--- src/rtl/pwm_pkg.sv ---
// pwm_pkg: shared PWM definitions (capture FSM states, default counter width shared with the PWM generator)
package pwm_pkg;
  localparam int PWM_CNT_W = 16;
  typedef enum logic [1:0] {PC_IDLE, PC_WAIT_RISE, PC_MEASURE} pc_state_t;
endpackage

--- src/rtl/pwm_edge_sync.sv ---
// pwm_edge_sync: synchronises pwm_i, optionally glitch-filters it, and flags rising edges.
//  Ports: clk, rst_n (async active-low), pwm_i (async PWM pin),
//         lvl_o (filtered level, aligned with rise_o), rise_o (1-cycle rising-edge flag).
//  PWM_CAPTURE_FILTER_EN defined: level changes only after FLT_CYCLES consecutive disagreeing cycles.
module pwm_edge_sync #(
  parameter int SYNC_STAGES = 2,
  parameter int FLT_CYCLES  = 4
) (
  input  logic clk,
  input  logic rst_n,
  input  logic pwm_i,
  output logic lvl_o,
  output logic rise_o
);
  if (SYNC_STAGES < 2 || FLT_CYCLES < 1) begin : g_param_chk
    $error("pwm_edge_sync: SYNC_STAGES must be >= 2 and FLT_CYCLES >= 1");
  end
  logic [SYNC_STAGES-1:0] sync_q;
  logic lvl, lvl_dly_q, rise_q;
  always_ff @(posedge clk or negedge rst_n) begin
    if (!rst_n) sync_q <= '0;
    else        sync_q <= {sync_q[SYNC_STAGES-2:0], pwm_i};
  end
`ifdef PWM_CAPTURE_FILTER_EN
  localparam int FW = $clog2(FLT_CYCLES + 1);
  logic [FW-1:0] flt_q, flt_d;
  logic lvl_q, lvl_d;
  always_comb begin
    flt_d = '0;
    lvl_d = lvl_q;
    if (sync_q[SYNC_STAGES-1] != lvl_q) begin
      if (flt_q == FW'(FLT_CYCLES - 1)) lvl_d = sync_q[SYNC_STAGES-1];
      else                              flt_d = flt_q + FW'(1);
    end
  end
  always_ff @(posedge clk or negedge rst_n) begin
    if (!rst_n) begin
      flt_q <= '0;
      lvl_q <= 1'b0;
    end else begin
      flt_q <= flt_d;
      lvl_q <= lvl_d;
    end
  end
  assign lvl = lvl_q;
`else
  assign lvl = sync_q[SYNC_STAGES-1];
`endif
  // rise is registered; lvl_o is the delayed level so both line up on the same cycle
  always_ff @(posedge clk or negedge rst_n) begin
    if (!rst_n) begin
      lvl_dly_q <= 1'b0;
      rise_q    <= 1'b0;
    end else begin
      lvl_dly_q <= lvl;
      rise_q    <= lvl & ~lvl_dly_q;
    end
  end
  assign lvl_o  = lvl_dly_q;
  assign rise_o = rise_q;
endmodule

--- src/rtl/pwm_capture.sv ---
// pwm_capture: measures period and high time (clk cycles) of an asynchronous PWM input.
//  Ports: clk, rst_n (async active-low), enable (low = idle, outputs hold), pwm_in (async),
//         period/high_time (last measurement), meas_valid (update pulse), overflow (no edge pulse).
//  PWM_CAPTURE_FILTER_EN defined: glitch filter of FLT_CYCLES cycles ahead of edge detection.
module pwm_capture
  import pwm_pkg::*;
#(
  parameter int CNT_W       = PWM_CNT_W,
  parameter int SYNC_STAGES = 2,
  parameter int FLT_CYCLES  = 4
) (
  input  logic             clk,
  input  logic             rst_n,
  input  logic             enable,
  input  logic             pwm_in,
  output logic [CNT_W-1:0] period,
  output logic [CNT_W-1:0] high_time,
  output logic             meas_valid,
  output logic             overflow
);
  pc_state_t state_q, state_d;
  logic [CNT_W-1:0] pcnt_q, pcnt_d, hcnt_q, hcnt_d, period_q, period_d, high_q, high_d;
  logic valid_q, valid_d, ovf_q, ovf_d, lvl, rise, full;
  pwm_edge_sync #(.SYNC_STAGES(SYNC_STAGES), .FLT_CYCLES(FLT_CYCLES)) u_sync (
    .clk   (clk),
    .rst_n (rst_n),
    .pwm_i (pwm_in),
    .lvl_o (lvl),
    .rise_o(rise)
  );
  assign full = pcnt_q == '1;
  // period_cnt also runs while waiting for the aligning edge, so a static input keeps
  // reporting overflow every 2^CNT_W-1 cycles instead of going silent after the first one
  always_comb begin
    state_d  = state_q;
    pcnt_d   = pcnt_q;
    hcnt_d   = hcnt_q;
    period_d = period_q;
    high_d   = high_q;
    valid_d  = 1'b0;
    ovf_d    = 1'b0;
    if (!enable) begin
      state_d = PC_IDLE;
      pcnt_d  = '0;
      hcnt_d  = '0;
    end else begin
      unique case (state_q)
        PC_IDLE: state_d = PC_WAIT_RISE;
        PC_WAIT_RISE: begin
          if (rise) begin
            state_d = PC_MEASURE;
            pcnt_d  = CNT_W'(1);
            hcnt_d  = CNT_W'(1);
          end else begin
            ovf_d  = full;
            pcnt_d = full ? CNT_W'(1) : pcnt_q + CNT_W'(1);
          end
        end
        PC_MEASURE: begin
          if (rise) begin
            period_d = pcnt_q;
            high_d   = hcnt_q;
            valid_d  = 1'b1;
            pcnt_d   = CNT_W'(1);
            hcnt_d   = CNT_W'(1);
          end else if (full) begin
            ovf_d   = 1'b1;
            state_d = PC_WAIT_RISE;
            pcnt_d  = CNT_W'(1);
            hcnt_d  = '0;
          end else begin
            pcnt_d = pcnt_q + CNT_W'(1);
            hcnt_d = hcnt_q + CNT_W'(lvl);
          end
        end
        default: state_d = PC_IDLE;
      endcase
    end
  end
  always_ff @(posedge clk or negedge rst_n) begin
    if (!rst_n) begin
      state_q  <= PC_IDLE;
      pcnt_q   <= '0;
      hcnt_q   <= '0;
      period_q <= '0;
      high_q   <= '0;
      valid_q  <= 1'b0;
      ovf_q    <= 1'b0;
    end else begin
      state_q  <= state_d;
      pcnt_q   <= pcnt_d;
      hcnt_q   <= hcnt_d;
      period_q <= period_d;
      high_q   <= high_d;
      valid_q  <= valid_d;
      ovf_q    <= ovf_d;
    end
  end
  assign period     = period_q;
  assign high_time  = high_q;
  assign meas_valid = valid_q;
  assign overflow   = ovf_q;
endmodule

--- config.mk ---
export PLATFORM = sky130hd
export DESIGN_NAME = pwm_capture
export DESIGN_NICKNAME = d
export VERILOG_FILES = /design/src/rtl/pwm_pkg.sv /design/src/rtl/pwm_edge_sync.sv /design/src/rtl/pwm_capture.sv
export SDC_FILE = /design/constraint.sdc
export NUM_CORES = 1
export LEC_CHECK = 0
export CAP_MARGIN = 15
export CORE_MARGIN = 2
export CORE_UTILIZATION = 40
export DETAILED_ROUTE_END_ITERATION = 12
export HOLD_SLACK_MARGIN = 0.1
export PLACE_DENSITY = 0.68
export SLEW_MARGIN = 20
export SYNTH_ARGS = -nofsm -noshare
export SYNTH_HDL_FRONTEND = slang
export SYNTH_HIERARCHICAL = 1
export SYNTH_SLANG_ARGS = --single-unit
--- constraint.sdc ---
create_clock -name clk -period 4.4 [get_ports clk]
set_clock_uncertainty 0.1 [all_clocks]
set_input_delay 0.88 -clock clk [delete_from_list [all_inputs] [get_ports clk]]
set_output_delay 0.88 -clock clk [all_outputs]
set_load 0.005 [all_outputs]
---- Yosys cells after proc, flatten, opt, wreduce, memory -nomap -nowiden ----
Index checks and enable logic that the tools add are counted.
operators by class
  multiplexer cells ....................... 22
  equality and inequality tests ........... 8
  reductions and logical operators ........ 5
  bitwise gates (word level) .............. 2
  add/subtract/negate cells ............... 2
operators with widths
  operator                                               number
  two-way mux 16 bit                                     8
  one-hot mux 16 bit (2 select lines)                    1
  adder 16 x 1 -> 16 bit                                 1
  adder 16 x 1 -> 16 bit, second input constant          1
  equality test 16 bit, second input constant            1
  two-way mux 2 bit                                      4
  two-way mux 1 bit                                      7
  inequality test 3 bit, second input constant           2
  one-hot mux 2 bit (3 select lines)                     1
  AND reduction 3 bit                                    2
  inequality test 3 x 1 -> 1 bit, second input constant  1
  inequality test 3 x 2 -> 1 bit, second input constant  1
  equality test 2 x 1 -> 1 bit, second input constant    1
  equality test 2 bit, second input constant             1
  logical NOT 2 bit                                      1
  inequality test 2 bit, second input constant           1
  one-hot mux 1 bit (2 select lines)                     1
  AND reduction 2 bit                                    1
  OR reduction 2 bit                                     1
  AND 1 bit                                              1
  NOT 1 bit                                              1
word-level totals
  logic and storage cells ................. 49
  bits in registers ....................... 72
  output and inout bits ................... 34

---- Depth between registers and ports, before layout ----
Gate-level depths: netlist (run 1).
  depth after elaboration ................. 5
  gate-level depth with buffers ........... 7
  depth with buffers taken out ............ 6

---- Cells and area by module ----
The synthesis (run 1) kept the hierarchy.
modules (own cells, without submodules)
  module         times used  sequential area each (µm²)  area each (µm²)  cells each
  pwm_capture    1           1701.6                      3353.2           312
  pwm_edge_sync  1           100.1                       113.9            5

---- Worst setup path after synthesis (run 1) ----
Ideal clock, no wire load.
  path kind ............................... input-to-reg
  start ................................... input enable
  end ..................................... register high_q[0], in the netlist high_time[0]
  data arrival time ....................... 2078 ps
  data required time ...................... 4175 ps
  cell stages on the path ................. 4
  slack ................................... 2097 ps
  buffers on the path ..................... 2
  cells stage by stage .................... clkbuf_1 nand3_1 clkbuf_1 mux2_2
between the ends
  word-level cells in the longest chain between the ends .. 1
RTL lines
  item                                  line               RTL
  start, declared                       pwm_capture.sv:14  input logic enable,
  AND reduction 3 bit (no source line)  n/a
  end signal, assigned                  pwm_capture.sv:94  high_q <= high_d;
  end, declared                         pwm_capture.sv:22  logic [CNT_W-1:0] pcnt_q, pcnt_d, hcnt_q, hcnt_d, period_q, period_d, high_q, high_d;
No other way between the ends.
A chain may end at the register's enable or synchronous reset.

---- Worst setup path after layout (run 1) ----
  start ................................... input enable
  end ..................................... register high_q[7], in the netlist high_time[7]
The elaborated chain is that of the path after synthesis.

==> results.sh, run 1 <==
export IMPL_post_cts_buffers=0
export IMPL_cts_resized=0
export IMPL_area_growth_syn_to_layout_pct=18.1
export IMPL_die_w_um=97.1
export IMPL_port_buffers=37
export IMPL_pwr_share_seq_pct=50.4
export IMPL_cts_root_buffer="clkbuf_8"
export IMPL_critPathArrivalTime_ns=2.85
export IMPL_n_antenna_cell=0
export IMPL_grt_total_usage_pct=15.9
export IMPL_placementRows=33
export IMPL_timing_critical_path_cells="clkdlybuf4s50_1 > nand3_1 > buf_12 > mux2_2"
export IMPL_critPathLaunchType="primary input"
export IMPL_numClockSinks=72
export IMPL_p_switching_mw=0.460
export IMPL_dpl_cell_count=444
export IMPL_hold_path_class="reg -> reg"
export IMPL_antenna_found_initial=0
export IMPL_via_per_inst=5.70
export IMPL_max_slew_worst_pin_slew_ns=0.809
export IMPL_remaining_drc_errors=0
export IMPL_fmax_mhz=367
export IMPL_worstPathRequired_ns=4.53
export IMPL_pwr_share_clk_pct=31.8
export IMPL_crit_fanout=25
export IMPL_cts_tree="done"
export IMPL_max_cap_violations=0
export IMPL_endpoint_kind="flop"
export IMPL_nets=361
export IMPL_insertion_delay_ns=0.34
export IMPL_slowest_delay_ns=0.70
export IMPL_hold_viol_final=0
export IMPL_power_leakage_nw=1.73
export IMPL_ys_ff_latch=72
export IMPL_core_area_um2=8300
export IMPL_dp_slack_ns=1.30
export IMPL_grt_pass1_wl_um=12500
export IMPL_syn_inst=317
export IMPL_clk_pin_slew_worst_paths_ns=0.08
export IMPL_setup_tns_ns=0
export IMPL_cts_buffers=9
export IMPL_ios=38
export IMPL_p_per_area_nw_per_um2=355
export IMPL_dieArea_um2=9430
export IMPL_synth_area_um2=3470
export IMPL_max_slew_margin_rel_pct=46.1
export IMPL_power_mw=1.45
export IMPL_switching_share_pct=31.7
export IMPL_wire_per_inst_um=15.5
export IMPL_async_flop_share_pct=100
export IMPL_status="finished clean"
export IMPL_synth_edff_count=0
export IMPL_p_comb_share_pct=17.8
export IMPL_cpMaxStageDelayCell="clkdlybuf4s50_1"
export IMPL_utilization_pct=49.3
export IMPL_gr_total_overflow=0
export IMPL_drt_pass1_iterations=4
export IMPL_timing_final_ws_setup_ns=1.68
export IMPL_drive_above_1_share_pct=16.3
export IMPL_maxSlewViolCount=0
export IMPL_die_y_um=97.1
export IMPL_dp_hpwl_um=4800
export IMPL_initial_utilization_pct=41.8
export IMPL_path_class="in -> reg"
export IMPL_grt_max_degree=39
export IMPL_synth_distinct_cells=44
export IMPL_gp_congestion=0.849
export IMPL_cts_hold_fix_buffers=0
export IMPL_synth_seq_area_share_pct=52.0
export IMPL_htree_levels=3
export IMPL_vias=2622
export IMPL_wl_um=7140
export IMPL_yosys_warnings=6
export IMPL_irDropWorstVdd_mv=0.203
export IMPL_fin_crit_ns=2.72
export IMPL_period_share_pct=61.9
export IMPL_synth_avg_cell_area_um2=10.9
export IMPL_rsz0062_at_grt="false"
export IMPL_p_int_mw=0.993
export IMPL_syn_nets=328
export IMPL_synthFlopType="dfrtp_1"
export IMPL_drt_iter0_drc=222
export IMPL_setup_viol=0
export IMPL_first_global_vias=2514
export IMPL_ant_nets=0
export IMPL_clock_path_buffers=2
export IMPL_stdcell_count=460
==> registers in the layout, summed over array words and instances (netlist names) <==
register	cells
hcnt_q	16
high_time	16
pcnt_q	16
period	16
state_q	2
u_sync/sync_q	2
meas_valid	1
overflow	1
u_sync/lvl_o	1
u_sync/rise_o	1
==> cell type report <==
class / instances / area [um^2]
fillers: 787 / 4200
flip-flops and latches: 72 / 1800
multi-input cells: 213 / 1530
repair buffers: 41 / 408
well taps: 105 / 131
clock buffers: 9 / 124
inverters: 13 / 48.8
clock inverters: 7 / 47.5
==> cell usage after synthesis, types with 3 or more instances <==
cell	n	area [um^2]
nor2_1	10	37.5
xnor2_1	6	52.6
dfrtp_1	72	1800
buf_2	3	15.0
mux2i_1	3	30.0
a32oi_1	4	35.0
nor2b_1	3	18.8
nand3_1	14	70.1
a31oi_1	23	144
nor4_1	5	31.3
inv_1	11	41.3
nand2_1	22	82.6
o21ai_0	11	55.1
or4_1	9	67.6
ha_1	7	87.6
a41oi_1	3	26.3
clkbuf_1	14	52.6
and4_1	6	52.6
mux2_2	29	327
nand4_1	13	81.3
a21oi_1	5	25.0
nand3b_1	3	22.5
a211oi_1	4	30.0
nor3_1	10	50.1
==> cells by family after synthesis <==
kind of cell / synth area share [%]
adders and majority gates: 2.53
buffers and inverters: 4.01
xor gates and xnor gates: 1.77
DFF: 52.0
muxes: 10.3
AOI/OAI and AO/OA: 11.4
and+or+nand+nor: 18.0
==> power groups by stage <==
stage	Combinational (mW)	Sequential, mW	Clock, mW
6_report	0.258	0.732	0.462
5_1_grt	0.292	0.740	0.500
4_1_cts	0.260	0.732	0.472
3_5_place_dp	0.259	0.745	0
3_3_place_gp	0.253	0.743	0
2_1_floorplan	0.185	0.728	0
==> metal layers <==
metal	wire, um	part of all wire (%)	GRT usage, %	vias up
met5	0	0	0	-
met4	107	1.5	5.85	0
met3	278	3.9	2.88	8
met2	3260	46	24.2	66
met1	3490	49	22.9	1297
li1	-	-	-	1251
==> stage by stage <==
step / cell area [um^2] / hold slack [ns]
after global placement: 3920 / 0.233
final: 4100 / 0.266
after floorplan: 3470 / 0.231
after detailed placement: 3920 / 0.247
after global routing: 4100 / 0.284
after CTS: 4090 / 0.274
==> cell usage in the layout (no fill, tap or decap), types with 3 or more instances in the layout <==
| cell | count |
|---|---|
| o21ai_0 | 11 |
| mux2i_1 | 3 |
| clkdlybuf4s50_1 | 36 |
| nor3_1 | 10 |
| inv_1 | 11 |
| and4_1 | 6 |
| nand2_1 | 22 |
| clkbuf_8 | 9 |
| dfrtp_1 | 72 |
| nand3_1 | 14 |
| mux2_2 | 29 |
| or4_1 | 8 |
| nand4_1 | 13 |
| a32oi_1 | 4 |
| a21oi_1 | 5 |
| a31oi_1 | 23 |
| ha_1 | 7 |
| xnor2_1 | 6 |
| nand3b_1 | 3 |
| nor2_1 | 10 |
| buf_4 | 3 |
| a41oi_1 | 3 |
| nor2b_1 | 3 |
| clkinv_2 | 3 |
| a211oi_1 | 4 |
| nor4_1 | 5 |
==> path summary, 6_finish.rpt <==
check	start	cells past startpoint	slack, ns	to
min in group asynchronous	rst_n	1	0.52	period[9]
max	enable	4	1.68	high_time[7]
max in group asynchronous	rst_n	2	2.70	period[0]
max reg2reg	pcnt_q[0]	5	1.88	pcnt_q[4]
min reg2reg	u_sync/sync_q[0]	0	0.27	u_sync/sync_q[1]
min	u_sync/sync_q[0]	0	0.27	u_sync/sync_q[1]
==> worst max-delay path: cells and delay by family <==
kind,cells,cell delay [ns]
muxes,1,0.28
buffers and inverters,2,1.08
and+or+nand+nor,1,0.59
Note: power is estimated with default switching activity, not from simulation.
==> run 2, diff against run 1 <==
- PLACE_DENSITY: 0.68 -> 0.7
- clock period: 4.4 -> 2.5 ns (I/O delays scaled with it)
==> run 2 against run 1 <==
Wire length is 2.2% higher. Flip-flop and latch count unchanged. Register-to-register slack got worse by 1.6 ns. Clock-buffer cell count increased by 1. Via count grew 2.7%. Cell count is 2.0% higher. Sequential power rose by 73%. Non-clock buffer count is 10 higher. Hold slack lost 0.013 ns. Worst setup slack worse by 1.4 ns. Die area unchanged. Total power grew 93%.
==> results.sh, run 2 (synthesized netlist as in run 1, its figures left out) <==
export IMPL_status="finished clean"
export IMPL_n_antenna_cell=0
export IMPL_insertion_delay_ns=0.35
export IMPL_max_slew_worst_pin_slew_ns=0.470
export IMPL_ios=38
export IMPL_dp_hpwl_um=4840
export IMPL_top_layer_used="met4"
export IMPL_reg2reg_from="state_q[0]"
export IMPL_layout_commonest_cell="dfrtp_1"
export IMPL_dp_slack_ns=0.103
export IMPL_fillers=735
export IMPL_cts_root_buffer="clkbuf_8"
export IMPL_crit_fanout=10
export IMPL_irDropWorstVdd_mv=0.274
export IMPL_antenna_found_initial=0
export IMPL_wl_met1_um=3280
export IMPL_htree_levels=3
export IMPL_fmax_mhz=451
export IMPL_gr_total_overflow=0
export IMPL_crit_path_start="state_q[0]"
export IMPL_wire_per_inst_um=15.6
export IMPL_wl_um=7300
export IMPL_hold_path_class="reg -> reg"
export IMPL_path_class="reg -> reg"
export IMPL_post_cts_buffers=0
export IMPL_grt_total_usage_pct=16.3
export IMPL_remaining_drc_errors=0
export IMPL_drt_pass1_iterations=5
export IMPL_dieArea_um2=9430
export IMPL_first_global_vias=2535
export IMPL_p_per_area_nw_per_um2=662
export IMPL_hold_viol_final=0
export IMPL_routed_wl_met2_um=3320
export IMPL_max_slew_margin_rel_pct=68.5
export IMPL_critPathArrivalTime_ns=2.37
export IMPL_placementRows=33
export IMPL_critPathLaunchType="flop"
export IMPL_power_leakage_nw=1.81
export IMPL_cts_buffers=9
export IMPL_maxSlewViolCount=0
export IMPL_die_y_um=97.1
export IMPL_port_buffers=37
export IMPL_core_area_um2=8300
export IMPL_hold_path_startpoint="u_sync/sync_q[0]"
export IMPL_drive_above_1_share_pct=17.9
export IMPL_cts_tree="done"
export IMPL_fin_area_um2=4230
export IMPL_placed_area_um2=4000
export IMPL_nets=371
export IMPL_drt_iter0_drc=226
export IMPL_gp_congestion=0.876
export IMPL_ant_nets=0
export IMPL_period_share_pct=88.7
export IMPL_wl_met3_um=472
export IMPL_clock_path_buffers=2
export IMPL_worstPathRequired_ns=2.65
export IMPL_rsz0062_at_grt="false"
export IMPL_max_cap_violations=0
export IMPL_power_mw=2.80
export IMPL_numClockSinks=72
export IMPL_setup_tns_ns=0
export IMPL_endpoint_kind="flop"
export IMPL_via_per_inst=5.74
export IMPL_utilization_pct=51.0
export IMPL_setup_viol=0
export IMPL_grt_pass1_wl_um=12400
export IMPL_vias=2692
export IMPL_fin_crit_ns=2.22
export IMPL_die_w_um=97.1
export IMPL_area_growth_syn_to_layout_pct=22.0
export IMPL_layout_common_cells="72 x dfrtp_1, 36 x clkdlybuf4s50_1, 29 x mux2_2"
export IMPL_grt_max_degree=73
export IMPL_initial_utilization_pct=41.8
export IMPL_clk_pin_slew_worst_paths_ns=0.07
export IMPL_timing_final_ws_setup_ns=0.282
==> run 2: cell count changes in the layout (fill, tap and decap cells not counted), sizes merged <==
| cell | previous run | this run |
|---|---|---|
| buf | 5 | 14 |
| clkinvlp | 2 | 1 |
| clkbuf | 9 | 10 |
| bufinv | 0 | 2 |
| dlygate4sd3 | 0 | 1 |
| inv | 12 | 11 |
| clkinv | 6 | 4 |
==> run 2: routing by layer <==
| layer | global-route usage (%) | up-vias |
|---|---|---|
| li1 | - | 1282 |
| met1 | 22.1 | 1278 |
| met2 | 24.3 | 111 |
| met3 | 3.53 | 21 |
| met4 | 9.64 | 0 |
| met5 | 0 | - |
==> run 2: repair_timing <==
item | CTS | global route
hold endpoints to repair | 72 | 0
gates resized for setup | 0 | 0
hold buffers | 1 | 0
==> run 2: layout make-up <==
cell class	instances	area, um^2	share of cell area (%)
well taps	105	131	3.10
repair buffers	51	498	11.8
clock inverters	5	81.3	1.92
clock buffers	10	138	3.25
inverters	13	48.8	1.15
flip-flops and latches	72	1800	42.6
multi-input cells	213	1530	36.2
==> run 2: where the power goes <==
part	internal, mW	total [mW]	switching (mW)
sequential	1.22	1.27	0.0548
combinational	0.210	0.512	0.302
clock	0.583	1.01	0.431
==> run 2: path summary, 6_finish.rpt <==
check | endpoint | slack (ns) | depth (start not counted)
setup / recovery | pcnt_q[14] | 0.28 | 6
hold / removal | u_sync/sync_q[1] | 0.25 | 0
setup reg to reg | pcnt_q[14] | 0.28 | 6
hold reg to reg | u_sync/sync_q[1] | 0.25 | 0
max in group asynchronous | u_sync/sync_q[1] | 1.39 | 3
min in group asynchronous | period[8] | 0.59 | 3
==> run 2: critical path: stages (launching register included) <==
cell and delay (ns):
dfrtp_1 0.38, inv_1 0.09, ha_1 0.46, nor2b_1 0.11, or2_1 0.26, or4_1 0.47, a211oi_1 0.25
==> run 2: metrics by stage <==
step	hold slack, ns	std cells
after detailed placement	0.239	453
after global routing	0.259	469
after floorplan	0.104	317
after global placement	0.233	453
final	0.253	469
after CTS	0.255	469
